--- config.mk ---
export PLATFORM = sky130hd
export DESIGN_NAME = gd_multistart_ctrl
export DESIGN_NICKNAME = d
export VERILOG_FILES = /design/src/rtl/gd_multistart_ctrl.sv
export SDC_FILE = /design/constraint.sdc
export NUM_CORES = 1
export LEC_CHECK = 0
export BUFFER_PORTS_ARGS = -buffer_cell sky130_fd_sc_hd__buf_2
export CAP_MARGIN = 20
export CORE_UTILIZATION = 29
export CTS_BUF_LIST = sky130_fd_sc_hd__clkbuf_4 sky130_fd_sc_hd__clkbuf_8
export CTS_CLUSTER_DIAMETER = 200
export CTS_CLUSTER_SIZE = 10
export DETAILED_ROUTE_END_ITERATION = 16
export GPL_ROUTABILITY_DRIVEN = 1
export PLACE_DENSITY_LB_ADDON = 0.15
export SYNTH_ARGS = -nofsm -noshare
export SYNTH_HDL_FRONTEND = slang
export SYNTH_SLANG_ARGS = --single-unit
--- constraint.sdc ---
create_clock -name clk -period 5.7 [get_ports clk]
set_input_delay 0.285 -clock clk [delete_from_list [all_inputs] [get_ports clk]]
set_output_delay 0.285 -clock clk [all_outputs]
set_load 0.005 [all_outputs]
--- src/rtl/gd_multistart_ctrl.sv ---
// Multi-start sequencer: seeds NUM_STARTS descents from an LFSR and keeps the global minimum.
// Latency: 4 GEN cycles + core run time + 1 CAPTURE + RELEASE handshake per start, 1-cycle FINISH.
// Backpressure: one run in flight; waits on gd_done_op (bounded by TIMEOUT_CYCLES) and on its release.
//
// Ports:
//   clk, rst_n                    clock, asynchronous active-low reset
//   start, lfsr_seed              operation request (IDLE only) and LFSR seed (0 maps to 1)
//   gd_start_op, gd_[a-d]_init    launch handshake and Q8.8 start point to the descent core
//   gd_done_op, gd_converged      completion handshake and convergence flag from the core
//   gd_z_min, gd_[a-d]_at_min     per-run minimum (Q24.8) and its Q8.8 coordinates
//   best_z, best_[a-d], best_run  global minimum over all runs, its coordinates and run index
//   best_valid, conv_count        some run improved best_z / number of converged runs (saturating)
//   timeout_err                   sticky: a run was abandoned for lack of gd_done_op
//   busy, done                    operation in progress / one-cycle completion pulse
module gd_multistart_ctrl #(
    parameter int NUM_STARTS     = 8,
    parameter int RANGE_SHIFT    = 4,
    parameter int TIMEOUT_CYCLES = 4096
) (
    input  logic        clk,
    input  logic        rst_n,
    input  logic        start,
    input  logic [31:0] lfsr_seed,
    output logic        gd_start_op,
    output logic [15:0] gd_a_init,
    output logic [15:0] gd_b_init,
    output logic [15:0] gd_c_init,
    output logic [15:0] gd_d_init,
    input  logic        gd_done_op,
    input  logic        gd_converged,
    input  logic [31:0] gd_z_min,
    input  logic [15:0] gd_a_at_min,
    input  logic [15:0] gd_b_at_min,
    input  logic [15:0] gd_c_at_min,
    input  logic [15:0] gd_d_at_min,
    output logic [31:0] best_z,
    output logic [15:0] best_a,
    output logic [15:0] best_b,
    output logic [15:0] best_c,
    output logic [15:0] best_d,
    output logic [7:0]  best_run,
    output logic        best_valid,
    output logic [7:0]  conv_count,
    output logic        timeout_err,
    output logic        busy,
    output logic        done
);

    localparam int          TW        = $clog2(TIMEOUT_CYCLES + 1);
    localparam logic [31:0] LFSR_TAPS = 32'h8020_0003;
    localparam logic [31:0] Z_MAX     = 32'h7FFF_FFFF;

    typedef enum logic [2:0] {
        S_IDLE,
        S_GEN,
        S_LAUNCH,
        S_CAPTURE,
        S_RELEASE,
        S_FINISH
    } state_t;

    state_t        state_q;
    state_t        state_nxt;
    logic [31:0]   lfsr_q;
    logic [31:0]   lfsr_adv;
    logic [15:0]   coord;
    logic [1:0]    gen_k;
    logic [7:0]    run_cnt;
    logic [TW-1:0] tmo_cnt;
    logic          tmo_hit;
    logic          last_run;
    logic          improve;

    // Galois right-shift step; the low half of the stepped word becomes the coordinate.
    function automatic logic [31:0] lfsr_step(input logic [31:0] v);
        return (v >> 1) ^ (v[0] ? LFSR_TAPS : 32'h0);
    endfunction

    assign lfsr_adv = lfsr_step(lfsr_q);
    assign coord    = $signed(lfsr_adv[15:0]) >>> RANGE_SHIFT;
    assign tmo_hit  = (tmo_cnt == TW'(TIMEOUT_CYCLES - 1));
    assign last_run = ({1'b0, run_cnt} + 9'd1) == 9'(NUM_STARTS);
    // Strict compare: a tie keeps the earlier run, and Z_MAX can never win.
    assign improve  = $signed(gd_z_min) < $signed(best_z);

    always_ff @(posedge clk or negedge rst_n) begin
        if (!rst_n) begin
            state_q <= S_IDLE;
        end else begin
            state_q <= state_nxt;
        end
    end

    always_comb begin
        state_nxt = state_q;
        case (state_q)
            S_IDLE: begin
                if (start) begin
                    state_nxt = S_GEN;
                end
            end
            S_GEN: begin
                if (gen_k == 2'd3) begin
                    state_nxt = S_LAUNCH;
                end
            end
            S_LAUNCH: begin
                if (gd_done_op) begin
                    state_nxt = S_CAPTURE;
                end else if (tmo_hit) begin
                    state_nxt = S_RELEASE;
                end
            end
            S_CAPTURE: begin
                state_nxt = S_RELEASE;
            end
            S_RELEASE: begin
                // Core must drop done_op before the next launch, or it would be seen as a stale result.
                if (!gd_done_op) begin
                    state_nxt = last_run ? S_FINISH : S_GEN;
                end
            end
            S_FINISH: begin
                state_nxt = S_IDLE;
            end
            default: begin
                state_nxt = S_IDLE;
            end
        endcase
    end

    // Handshake and status outputs are registered from the next state so they align with it.
    always_ff @(posedge clk or negedge rst_n) begin
        if (!rst_n) begin
            gd_start_op <= 1'b0;
            busy        <= 1'b0;
            done        <= 1'b0;
        end else begin
            gd_start_op <= (state_nxt == S_LAUNCH) || (state_nxt == S_CAPTURE);
            done        <= (state_nxt == S_FINISH);
            if (state_q == S_IDLE && start) begin
                busy <= 1'b1;
            end else if (state_nxt == S_FINISH) begin
                busy <= 1'b0;
            end
        end
    end

    // LFSR and start-point generation.
    always_ff @(posedge clk or negedge rst_n) begin
        if (!rst_n) begin
            lfsr_q    <= 32'h1;
            gen_k     <= 2'd0;
            gd_a_init <= 16'h0;
            gd_b_init <= 16'h0;
            gd_c_init <= 16'h0;
            gd_d_init <= 16'h0;
        end else if (state_q == S_IDLE) begin
            if (start) begin
                lfsr_q <= (lfsr_seed == 32'h0) ? 32'h1 : lfsr_seed;
                gen_k  <= 2'd0;
            end
        end else if (state_q == S_GEN) begin
            lfsr_q <= lfsr_adv;
            gen_k  <= gen_k + 2'd1;
            case (gen_k)
                2'd0:    gd_a_init <= coord;
                2'd1:    gd_b_init <= coord;
                2'd2:    gd_c_init <= coord;
                default: gd_d_init <= coord;
            endcase
        end
    end

    // Run bookkeeping, timeout and global-best tracking.
    always_ff @(posedge clk or negedge rst_n) begin
        if (!rst_n) begin
            run_cnt     <= 8'd0;
            tmo_cnt     <= '0;
            best_z      <= Z_MAX;
            best_a      <= 16'h0;
            best_b      <= 16'h0;
            best_c      <= 16'h0;
            best_d      <= 16'h0;
            best_run    <= 8'd0;
            best_valid  <= 1'b0;
            conv_count  <= 8'd0;
            timeout_err <= 1'b0;
        end else begin
            case (state_q)
                S_IDLE: begin
                    if (start) begin
                        run_cnt     <= 8'd0;
                        tmo_cnt     <= '0;
                        best_z      <= Z_MAX;
                        best_a      <= 16'h0;
                        best_b      <= 16'h0;
                        best_c      <= 16'h0;
                        best_d      <= 16'h0;
                        best_run    <= 8'd0;
                        best_valid  <= 1'b0;
                        conv_count  <= 8'd0;
                        timeout_err <= 1'b0;
                    end
                end
                S_LAUNCH: begin
                    if (!gd_done_op && tmo_hit) begin
                        timeout_err <= 1'b1;
                    end else begin
                        tmo_cnt <= tmo_cnt + 1'b1;
                    end
                end
                S_CAPTURE: begin
                    if (improve) begin
                        best_z     <= gd_z_min;
                        best_a     <= gd_a_at_min;
                        best_b     <= gd_b_at_min;
                        best_c     <= gd_c_at_min;
                        best_d     <= gd_d_at_min;
                        best_run   <= run_cnt;
                        best_valid <= 1'b1;
                    end
                    if (gd_converged && conv_count != 8'hFF) begin
                        conv_count <= conv_count + 8'd1;
                    end
                end
                S_RELEASE: begin
                    if (!gd_done_op) begin
                        run_cnt <= run_cnt + 8'd1;
                        tmo_cnt <= '0;
                    end
                end
                default: begin
                end
            endcase
        end
    end

endmodule

=== Word level (Yosys, flattened, before mapping) ===
Index checks and enable logic that the tools add are counted.

* Add/subtract/negate cells: 5
* $lt $le $gt $ge: 1
* Eq/ne operators: 19
* Mux-type cells: 45
* Bitwise logic cells: 3
* Reduce and logical (&&, ||, !) cells: 25

{| class="wikitable"
|+ Operators with widths
! operator !! count
|-
| 32-bit two-way mux || 7
|-
| 16-bit one-hot mux with 2 select lines || 4
|-
| 16-bit two-way mux || 5
|-
| 32-bit one-hot mux with 2 select lines || 1
|-
| 8-bit one-hot mux with 2 select lines || 3
|-
| 13-bit two-way mux || 3
|-
| 13-bit one-hot mux with 3 select lines || 1
|-
| 32-bit zero test || 1
|-
| 32-bit < comparator || 1
|-
| 8-bit two-way mux || 4
|-
| 31-bit by 32-bit XOR with 32-bit output || 1
|-
| 3-bit AND reduction || 8
|-
| 3-bit two-way mux || 6
|-
| 8-bit by 1-bit adder with 8-bit output, second input constant || 2
|-
| 3-bit one-hot mux with 5 select lines || 1
|-
| 13-bit by 1-bit adder with 13-bit output, second input constant || 1
|-
| 13-bit by 12-bit == test with 1-bit output, second input constant || 1
|-
| 3-bit by 2-bit == test with 1-bit output, second input constant || 4
|-
| 2-bit inequality test, second input constant || 6
|-
| 2-bit nonzero test || 5
|-
| 8-bit by 1-bit adder with 9-bit output, second input constant || 1
|-
| 9-bit by 4-bit == test with 1-bit output, second input constant || 1
|-
| 8-bit inequality test, second input constant || 1
|-
| 3-bit == test, second input constant || 2
|-
| 17 further kinds || 28
|}

* Register bits after elaboration: 223
* Bits of input ports: 133
* Output and inout port bits: 181
* Word-level logic and storage cells: 119

=== Depth between registers and ports, before layout ===
Gate-level depths: netlist of the first run.

* Depth after elaboration: 8
* Gate-level depth with buffers: 11

=== Worst setup path before layout of the first run ===
No wires, ideal clock.

* Path type: reg2reg
* Start point: register best_z[9]
* End point: register best_c[0]
* Arrival time: 2.246 ns
* Data required time: 5.579 ns
* Setup slack: 3.333 ns
* Cell stages (with the launch flop): 12
* Clock period less this slack: 2.367 ns
* Path through: dfstp_2 inv_1 ha_1 a21oi_1 o21ai_0 a221oi_1 o221ai_2 o22ai_2 o21ai_4 buf_6 buf_2 a22o_1

* Cells in the longest elaborated chain, start to end: 3

{| class="wikitable"
|+ RTL lines
! element !! line !! RTL
|-
| start, declared || 36 || <nowiki>output logic [31:0] best_z,</nowiki>
|-
| start signal, assigned || 215 || <nowiki>best_z <= gd_z_min;</nowiki>
|-
| 32-bit < comparator || 84 || <nowiki>assign improve = $signed(gd_z_min) < $signed(best_z);</nowiki>
|-
| 2-bit inequality test (no line) || - ||
|-
| 3-bit AND reduction (no line) || - ||
|-
| end signal, assigned || 218 || <nowiki>best_c <= gd_c_at_min;</nowiki>
|-
| end, declared || 39 || <nowiki>output logic [15:0] best_c,</nowiki>
|}

No other way between the ends.
A chain may end at the register's enable or synchronous reset.

=== Worst setup path in the final report of the first run ===
* Start point: register best_z[11]
* End point: register best_c[9]

The elaborated chain is that of the path after synthesis.

==> results of run 1 <==
-- how the worst max path moves through the flow --
stage          startpoint    endpoint
3_3_place_gp    best_z[9]  best_b[11]
6_report       best_z[11]   best_c[9]
4_1_cts        best_z[11]   best_a[8]
3_5_place_dp   best_z[11]   best_c[9]
2_1_floorplan   best_z[9]   best_c[0]
5_1_grt         best_z[9]  best_c[11]
-- state kept, by name, summed over array words and instances (netlist names), 2 cells and up --
name / cells
best_z: 32
lfsr_q: 32
best_a: 16
best_b: 16
best_c: 16
best_d: 16
tmo_cnt: 13
gd_a_init: 12
gd_b_init: 12
gd_c_init: 12
gd_d_init: 12
best_run: 8
conv_count: 8
run_cnt: 8
state_q: 3
gen_k: 2
-- final cells by class --
type / instances / area (sq um)
well taps: 448 / 561
fillers: 3372 / 20400
clock buffers: 46 / 508
inverters: 42 / 158
multi-input cells: 514 / 3890
repair buffers: 429 / 2720
flip-flops and latches: 223 / 5620
clock inverters: 2 / 17.5
-- metrics by stage --
step	power [mW]	std cells	hold WS, ns
finish	6.24	1704	0.0402
CTS	6.35	1704	0.000326
detailed placement	5.09	1547	0.392
floorplan	4.16	837	-0.0106
global placement	5.06	1547	0.404
global route	6.75	1704	0.0127
-- routing by layer --
metal / vias up / wire length (um) / GRT usage [%]
li1: 3807 / - / -
met1: 3823 / 13100 / 21.5
met2: 189 / 13400 / 26.0
met3: 41 / 1300 / 2.89
met4: 2 / 650 / 3.88
met5: - / 12 / 0
-- synthesized netlist by cell type (5+ instances only) --
master,instances
dfrtp_1,191
a22o_1,73
nand2_1,69
o21ai_0,53
mux2_2,49
inv_1,42
ha_1,39
nor2_1,35
dfstp_2,32
a2bb2oi_1,31
mux2i_1,30
buf_4,16
a21oi_1,15
clkbuf_1,15
nand4_1,15
nand3_1,14
xor2_1,14
buf_2,11
and3_1,9
nor4_1,9
buf_12,8
buf_1,7
o31ai_1,6
and2_1,5
-- logic make-up (layout without fill, tap and decap cells) --
family          after synthesis  after routing  synth area share [%]
compound gates              206            206                  15.6
flops                       223            223                  55.7
simple gates                173            173                  8.12
buf+inv                     100            519                  5.82
mux                          79             79                  8.44
fa+ha+maj                    39             39                  4.84
xor+xnor                     17             17                  1.48
-- critical path: cells and delay by family, from the launching register on --
family	cells	cell delay [ns]
compound gates	6	1.25
simple gates	1	0.77
flops	1	0.53
fa+ha+maj	1	0.28
buf+inv	1	0.05
-- power breakdown --
part | switching (mW) | internal [mW]
clock network | 0.605 | 0.560
logic | 1.29 | 1.16
registers | 0.398 | 2.23
==> results.md, run 1 <==
- Layout cells sized above 1: 37.0%
- Worst hold stages: 3
- Worst Path Required: 6.20 ns
- Setup CP Type: flop to flop
- Sequential fraction of the synthesis area: 55.7%
- Initial core utilization: 29.8%
- CP endpoint kind: flop
- Relative slew slack: 38.0%
- HP Start: lfsr_seed[31]
- Fin nets: 1408
- Area of the die: 0.0355 sq mm
- GRT Residual Overflow: 0
- Clock transition at path regs: 0.08 ns
- Most frequent cells in the layout: buf_2, dfrtp_1, dlygate4sd3_1, a22o_1, nand2_1
- CP max stage delay: 0.77 ns
- Final instance area: 0.0135 sq mm
- Die height: 189 um
- Port Buffers: 313
- Largest net degree at the start of global routing: 106
- First-pass GRT wire length: 45.4 mm
- Syn avg cell area: 12.1 sq um
- Yosys reg bits: 223
- Post-Syn Instances: 837
- R2R Setup Slk: 2.67 ns
- Initial drt markers: 332
- Syn nets: 1009
- Drt first pass iters: 4
- Max cap viols: 0
- Fin crit period: 3.03 ns
- Skew-Pair Late Insertion Delay: 0.57 ns
- Highest Clock Rate: 0.330 GHz
- Startpoint types: flop
- Number of global-route vias before repair: 7970
- Pwr/cell area: 463 mW/mm^2
- Largest cells by area after synthesis: dfrtp_1, dfstp_2, a22o_1, mux2_2, ha_1
- Clock buffer count from CTS: 26
- CTS root buf: clkbuf_8
- IO Pins: 314
- Critical path, cell by cell: inv_1 -> ha_1 -> a21oi_1 -> o21ai_0 -> a221oi_1 -> o221ai_2 -> o22ai_2 -> and2_4 -> a22o_1
- Hold endpoint: lfsr_q[31]
- Core ar.: 0.0339 sq mm
- Antenna Nets Post-Route: 0
- Syn. warnings: 0
- Slowest library cell on the worst path: and2_4
- Primary FF master, synth: dfrtp_1
- Post-CTS setup buffers: 0
- Final worst setup slack: 2.67 ns
- Die W: 189 um
- Worst R2R Path Depth: 9
- R2r startpoint: best_z[11]
- Final max-slew violation count: 0
- Clk_skew: 0.0261 ns
- Synth-to-Final Area Change: 33.6%
- Wirelength, routed: 28.5 mm
- TritonCTS clock tree: built
- Critical path peak fanout: 73
- Routed length per instance: 16.7 um
- Class of the worst hold path: primary input to flop
- ANT cells: 0
- Arrival time worst endpoint: 3.53 ns
- VDD IR max: 0.000265 V
- FP Rows: 67
- GP Congestion: 0.751
- Most common library cell in the layout ignoring fill and taps: buf_2
- Initial antenna violation count: 1
- FFs w/ async S/R, synth: 100%
- Tcrit/Tclk final: 53.2%
- DRC Markers: 0
- CTS max path bufs: 3
- Worst r2r dst: best_c[9]
- Post-synth EDFFs: 0
- Post-DP HPWL: 19.3 mm
- Slew @ Worst Pin: 0.930 ns
- Via density: 4.61
- Synthesized area: 0.0101 sq mm
- Top cell type's share of synthesized area: 47.4%
- Hold Buf Count CTS: 109
- Cts repair resizes: 0
- Run status: finished clean
- Unrepaired setup endpoints after global routing: false
- Static leakage: 6.95 nW
- DR vias: 7862
- Setup_tns: 0 ns
- Final setup violation count: 0
- Worst slack, placed: 2.68 ns
- Leading area contributor after synthesis: dfrtp_1
- DP Area: 0.0119 sq mm
- Count of cell types in the netlist: 55
- Final core utilization: 39.8%
- CTS HTree Levels: 1
- GRT Resource Usage Total: 15.8%
- Final hold vios: 0
- Clock sinks: 223
No activity file was read; power rests on OpenSTA's default activity.
==> run 2: changes to the inputs <==
==> constraint.sdc (replaced) <==
create_clock -name clk -period 2.8 [get_ports clk]
set_input_delay 0.14 -clock clk [delete_from_list [all_inputs] [get_ports clk]]
set_output_delay 0.14 -clock clk [all_outputs]
set_load 0.005 [all_outputs]
==> run 2 against run 1 <==
  * Sequential power grew 100%
  * Clock-buffer cell count shrank 1
  * Via count grew 2.0%
  * Largest cell class unchanged
==> results.md, run 2 (synthesis gave the netlist of run 1 again) <==
- Run status: finished clean
- Clock transition at path regs: 0.09 ns
- Number of global-route vias before repair: 8064
- GRT Resource Usage Total: 15.8%
- Setup_tns: 0 ns
- Clock buffer count from CTS: 26
- Antenna Nets Post-Route: 0
- VDD IR max: 0.000440 V
- DR vias: 8020
- Worst hold slack: 0.0622 ns
- CTS max path bufs: 3
- Die W: 189 um
- Drt first pass iters: 5
- GP Congestion: 0.750
- Unrepaired setup endpoints after global routing: false
- Class of the worst hold path: primary input to flop
- Clock sinks: 223
- CTS HTree Levels: 1
- Area of the die: 0.0355 sq mm
- Skew-Pair Late Insertion Delay: 0.58 ns
- Critical path, cell by cell: inv_1 -> ha_1 -> a21oi_1 -> o21ai_0 -> a221oi_1 -> o221ai_2 -> o22ai_2 -> and2_4 -> buf_12 -> a22o_1
- Highest Clock Rate: 0.383 GHz
- CP Buf/Inv Count: 2
- CP max stage delay: 0.53 ns
- Synth-to-Final Area Change: 37.9%
- CTS root buf: clkbuf_8
- Via density: 4.61
- Final setup violation count: 0
- Critical path peak fanout: 26
- Die height: 189 um
- Startpoint types: flop
- Top flop regs: best_z: 32 flops, lfsr_q: 32 flops
- Max cap viols: 0
- Pwr/cell area: 929 mW/mm^2
- Setup CP Type: flop to flop
- FP Rows: 67
- Fin crit period: 2.61 ns
- Initial drt markers: 292
- Final hold vios: 0
- Slew @ Worst Pin: 0.686 ns
- Post-DP HPWL: 20.2 mm
- Post-CTS setup buffers: 0
- First-pass GRT wire length: 45.1 mm
- ANT cells: 0
- Fillers: 3331
- Slowest library cell on the worst path: dfstp_2
- Register area: 0.00562 sq mm
- Area of the multi-input gates: 0.00389 sq mm
- Fin nets: 1445
- Most common library cell in the layout ignoring fill and taps: buf_2
- Worst Path Required: 3.31 ns
- Tcrit/Tclk final: 93.4%
- DRC Markers: 0
- Layout cells sized above 1: 37.1%
- Cts repair resizes: 0
- Initial antenna violation count: 0
- Port Buffers: 313
- TritonCTS clock tree: built
- CP endpoint kind: flop
- Routed length per instance: 16.6 um
- IO Pins: 314
- Arrival time worst endpoint: 3.12 ns
- Wirelength, routed: 29.0 mm
- Relative slew slack: 54.2%
- Hold Buf Count CTS: 131
- Most frequent cells in the layout: buf_2, dfrtp_1, dlygate4sd3_1, a22o_1, nand2_1
- Largest net degree at the start of global routing: 86
- Core ar.: 0.0339 sq mm
- Clk_skew: 0.0229 ns
- Cell family contributing the most delay on the critical path: compound AO/OA/AOI/OAI gates
- GRT Residual Overflow: 0
- Static leakage: 7.15 nW
- Initial core utilization: 29.8%
- Final max-slew violation count: 0
==> run 2: final cells by class <==
cell class	instances	share of cell area [%]
sequential	223	40.4
multi-input combinational	514	28.0
timing repair buffer	466	22.7
tap	448	4.03
clock buffer	45	3.60
inverter	42	1.13
clock inverter	2	0.126
==> run 2: per-layer routing <==
| layer | wire length (um) | part of all wire, % | track usage [%] |
|---|---|---|---|
| met2 | 13500 | 47 | 26.0 |
| met3 | 1450 | 5.0 | 2.92 |
| met4 | 820 | 2.8 | 4.78 |
| met1 | 13200 | 46 | 21.2 |
| met5 | 0 | 0 | 0 |
==> run 2: final timing paths <==
path                                   start             to  slack (ns)  cells after the start
max in group asynchronous              rst_n     best_d[15]        1.72                      3
worst max register to register     best_z[9]      best_c[2]        0.19                     10
worst max-delay path               best_z[9]      best_c[2]        0.19                     10
worst min register to register    lfsr_q[18]     lfsr_q[18]        0.48                      2
min in group asynchronous              rst_n   gd_b_init[7]        0.13                      2
worst min-delay path            gd_converged  conv_count[6]        0.06                      6
==> run 2: where the power goes <==
part	leakage, nW	internal (mW)	total, mW	switching, mW
Sequential	2.87	4.54	5.35	0.816
Combinational	4.00	2.57	5.23	2.66
Clock	0.283	1.12	2.34	1.22
==> run 2: worst reg2reg max path, cell delays in order (launching register included) <==
cell	delay, ns
dfstp_2	0.53
inv_1	0.05
ha_1	0.28
a21oi_1	0.13
o21ai_0	0.10
a221oi_1	0.35
o221ai_2	0.17
o22ai_2	0.21
and2_4	0.34
buf_12	0.22
a22o_1	0.17
==> run 2: stage by stage <==
| step | power (mW) | std cells | utilization [%] | cell area (sq um) | setup WS (ns) |
|---|---|---|---|---|---|
| 4_1_cts | 13.2 | 1740 | 41.1 | 13900 | 0.165 |
| 2_1_floorplan | 8.47 | 837 | - | 10100 | 0.433 |
| 6_report | 12.9 | 1740 | 41.1 | 13900 | 0.186 |
| 3_5_place_dp | 10.6 | 1562 | 35.7 | 12100 | 0.160 |
| 3_3_place_gp | 10.5 | 1562 | 35.7 | 12100 | 0.219 |
| 5_1_grt | 13.9 | 1740 | 41.1 | 13900 | 0.0219 |
==> run 3: changes to the inputs <==
--- a/config.mk
+++ b/config.mk
@@ -5,6 +5,7 @@
 export SDC_FILE = /design/constraint.sdc
 export NUM_CORES = 1
 export LEC_CHECK = 0
+export ABC_AREA = 1
 export BUFFER_PORTS_ARGS = -buffer_cell sky130_fd_sc_hd__buf_2
 export CAP_MARGIN = 20
 export CORE_UTILIZATION = 29
==> run 3 against run 2 <==
  * Non-clock buffer count grew 6
  * Sequential power grew 2%
  * Combinational power grew 31%
  * Synthesized area grew 9.7%
  * Largest cell class unchanged
==> results.md, run 3 <==
- DRC Markers: 0
- Die W: 197 um
- Slowest library cell on the worst path: dfstp_2
- Final instance area: 0.0149 sq mm
- Syn nets: 1482
- Initial core utilization: 29.5%
- Met1 Resource Use GR: 22.5%
- Count of cell types in the netlist: 35
- Synth Area in Adders: 4.41%
- Syn avg cell area: 8.45 sq um
- Critical path peak fanout: 22
- CTS HTree Levels: 1
- Via density: 4.61
- Final setup violation count: 0
- CTS max path bufs: 3
- Cell family contributing the most delay on the critical path: simple AND/OR/NAND/NOR gates
- CTS root buf: clkbuf_8
- Class of the worst hold path: primary input to async pin
- Static leakage: 7.87 nW
- Cell with the most instances after synthesis: nand2_1
- CP max stage delay: 0.55 ns
- Antenna Nets Post-Route: 0
- Worst Path Required: 3.26 ns
- Synth Area in Simple Gates: 27.5%
- R2r startpoint: best_z[17]
- Drt first pass iters: 4
- Wirelength, routed: 34.7 mm
- R2R Setup Slk: 0.30 ns
- Mux contribution to synthesized area: 0%
- GRT Resource Usage Total: 17.5%
- Post-DP HPWL: 22.7 mm
- IO Pins: 314
- Highest Clock Rate: 0.400 GHz
- Number of global-route vias before repair: 10600
- Crit path launch: best_z[17]
- GP Congestion: 0.780
- Syn. warnings: 0
- Most frequent cells in the layout: buf_2, nand2_1, dfrtp_1, nand3_1, dlygate4sd3_1
- DR vias: 10400
- ANT cells: 0
- Largest net degree at the start of global routing: 74
- Top flop regs: best_z: 32 flops, lfsr_q: 32 flops
- Most used cell, CP: nand2_1
- CP Buf/Inv Count: 2
- Largest family of logic cells by synthesized area: simple AND/OR/NAND/NOR gates
- Post-synth EDFFs: 0
- Setup_tns: 0 ns
- Primary FF master, synth: dfrtp_1
- VDD IR max: 0.000406 V
- Synth Area in XOR/XNOR: 1.03%
- Met3 Use GR: 3.23%
- Clk_skew: 0.0212 ns
- Most common library cell in the layout ignoring fill and taps: buf_2
- Port Buffers: 313
- Clock transition at path regs: 0.09 ns
- Final core utilization: 39.8%
- Worst r2r dst: best_d[13]
- FFs w/ async S/R, synth: 100%
- Synth-to-Final Area Change: 35.0%
- Post-synthesis compound-gate area fraction: 7.47%
- Initial antenna violation count: 0
- Post-Syn Instances: 1310
- Routed length per instance: 15.4 um
- Final max-slew violation count: 0
- Run status: finished clean
- Core ar.: 0.0376 sq mm
- Unrepaired setup endpoints after global routing: false
- Critical Path End: best_d[13]
- Sequential fraction of the synthesis area: 50.8%
- Arrival time worst endpoint: 2.96 ns
- Initial drt markers: 460
- Startpoint types: flop
- Die height: 197 um
- Fin nets: 1888
- Fin crit period: 2.50 ns
- TritonCTS clock tree: built
- Leading area contributor after synthesis: dfrtp_1
- Top cell type's share of synthesized area: 43.2%
- Max cap viols: 0
- Critical path, cell by cell: inv_1 -> ha_1 -> a21oi_1 -> o21ai_0 -> nand2_1 -> nand3_1 -> a21oi_1 -> nand2_1 -> nand2_2 -> nand3_4 -> clkbuf_16 -> nand3_1 -> nand2_1
- Tcrit/Tclk final: 89.2%
- Fillers: 3915
- Slew @ Worst Pin: 0.730 ns
- Gr busiest metal: met2
- Relative slew slack: 51.2%
- DP Area: 0.0131 sq mm
- First-pass GRT wire length: 55.4 mm
- Cell count along the critical path: 13
- Largest cells by area after synthesis: dfrtp_1, nand2_1, dfstp_2, nand3_1, nand4_1
- Final hold vios: 0
- Clock buffer count from CTS: 26
- Setup CP Type: flop to flop
- Yosys reg bits: 223
- GRT Residual Overflow: 0
- CP endpoint kind: flop
- Skew-Pair Late Insertion Delay: 0.57 ns
- Worst R2R Path Depth: 13
- Layout cells sized above 1: 27.2%
- Commonest cells post-synth: nand2_1, dfrtp_1, nand3_1
- Met2 GRT Util: 29.5%
- Area of the die: 0.0390 sq mm
- FP Rows: 71
- Pwr/cell area: 984 mW/mm^2
- Clock sinks: 223
- Synthesized area: 0.0111 sq mm
==> run 3: worst min path at each step <==
stage	start	to	slack [ns]	cells after the start
3_3_place_gp	rst_n	tmo_cnt[4]	0.13	1
6_report	rst_n	tmo_cnt[4]	0.10	2
2_1_floorplan	rst_n	best_a[0]	-0.16	0
3_5_place_dp	rst_n	tmo_cnt[2]	0.12	1
4_1_cts	rst_n	tmo_cnt[4]	0.08	2
5_1_grt	rst_n	tmo_cnt[4]	0.10	2
==> run 3: layout make-up <==
class	instances	area [sq um]	area share (%)
well taps	511	639	4.28
multi-input cells	867	4490	30.1
flip-flops and latches	223	5620	37.6
clock buffers	46	514	3.44
inverters	126	474	3.17
clock inverters	1	8.76	0.0586
repair buffers	472	3200	21.4
==> run 3: logic make-up after synthesis <==
logic type	after synthesis
buffers and inverters	220
and+or+nand+nor	658
xor gates and xnor gates	13
DFF	223
AOI/OAI and AO/OA	157
adders and majority gates	39
==> run 3: what timing repair did <==
action,in CTS,in global routing
resized for setup,0,1
setup buffers,0,2
endpoints found under the hold margin,330,0
hold buffers,132,0
endpoints found under the setup margin,0,22
==> run 3: through the flow <==
| stage | hold slack (ns) | std cells | worst slack (ns) | power, mW |
|---|---|---|---|---|
| 3_3_place_gp | 0.127 | 2064 | 0.267 | 12.2 |
| 3_5_place_dp | 0.123 | 2064 | 0.215 | 12.3 |
| 5_1_grt | 0.103 | 2246 | 0.0525 | 16.1 |
| 6_report | 0.104 | 2246 | 0.301 | 14.7 |
| 4_1_cts | 0.0761 | 2243 | 0.220 | 15.0 |
| 2_1_floorplan | -0.156 | 1310 | 0.677 | 9.76 |
==> run 3: routing by layer <==
| layer | part of all wire (%) | vias up |
|---|---|---|
| li1 | - | 5135 |
| met1 | 44 | 4892 |
| met2 | 47 | 276 |
| met3 | 5.8 | 56 |
| met4 | 2.9 | 0 |
| met5 | 0 | - |
==> run 3: where the power goes <==
part | internal, mW | switching, mW | leakage [nW] | total, mW
Clock | 1.15 | 1.24 | 0.286 | 2.39
Combinational | 2.60 | 4.25 | 4.71 | 6.85
Sequential | 4.72 | 0.756 | 2.87 | 5.47
Total | 8.46 | 6.25 | 7.87 | 14.7
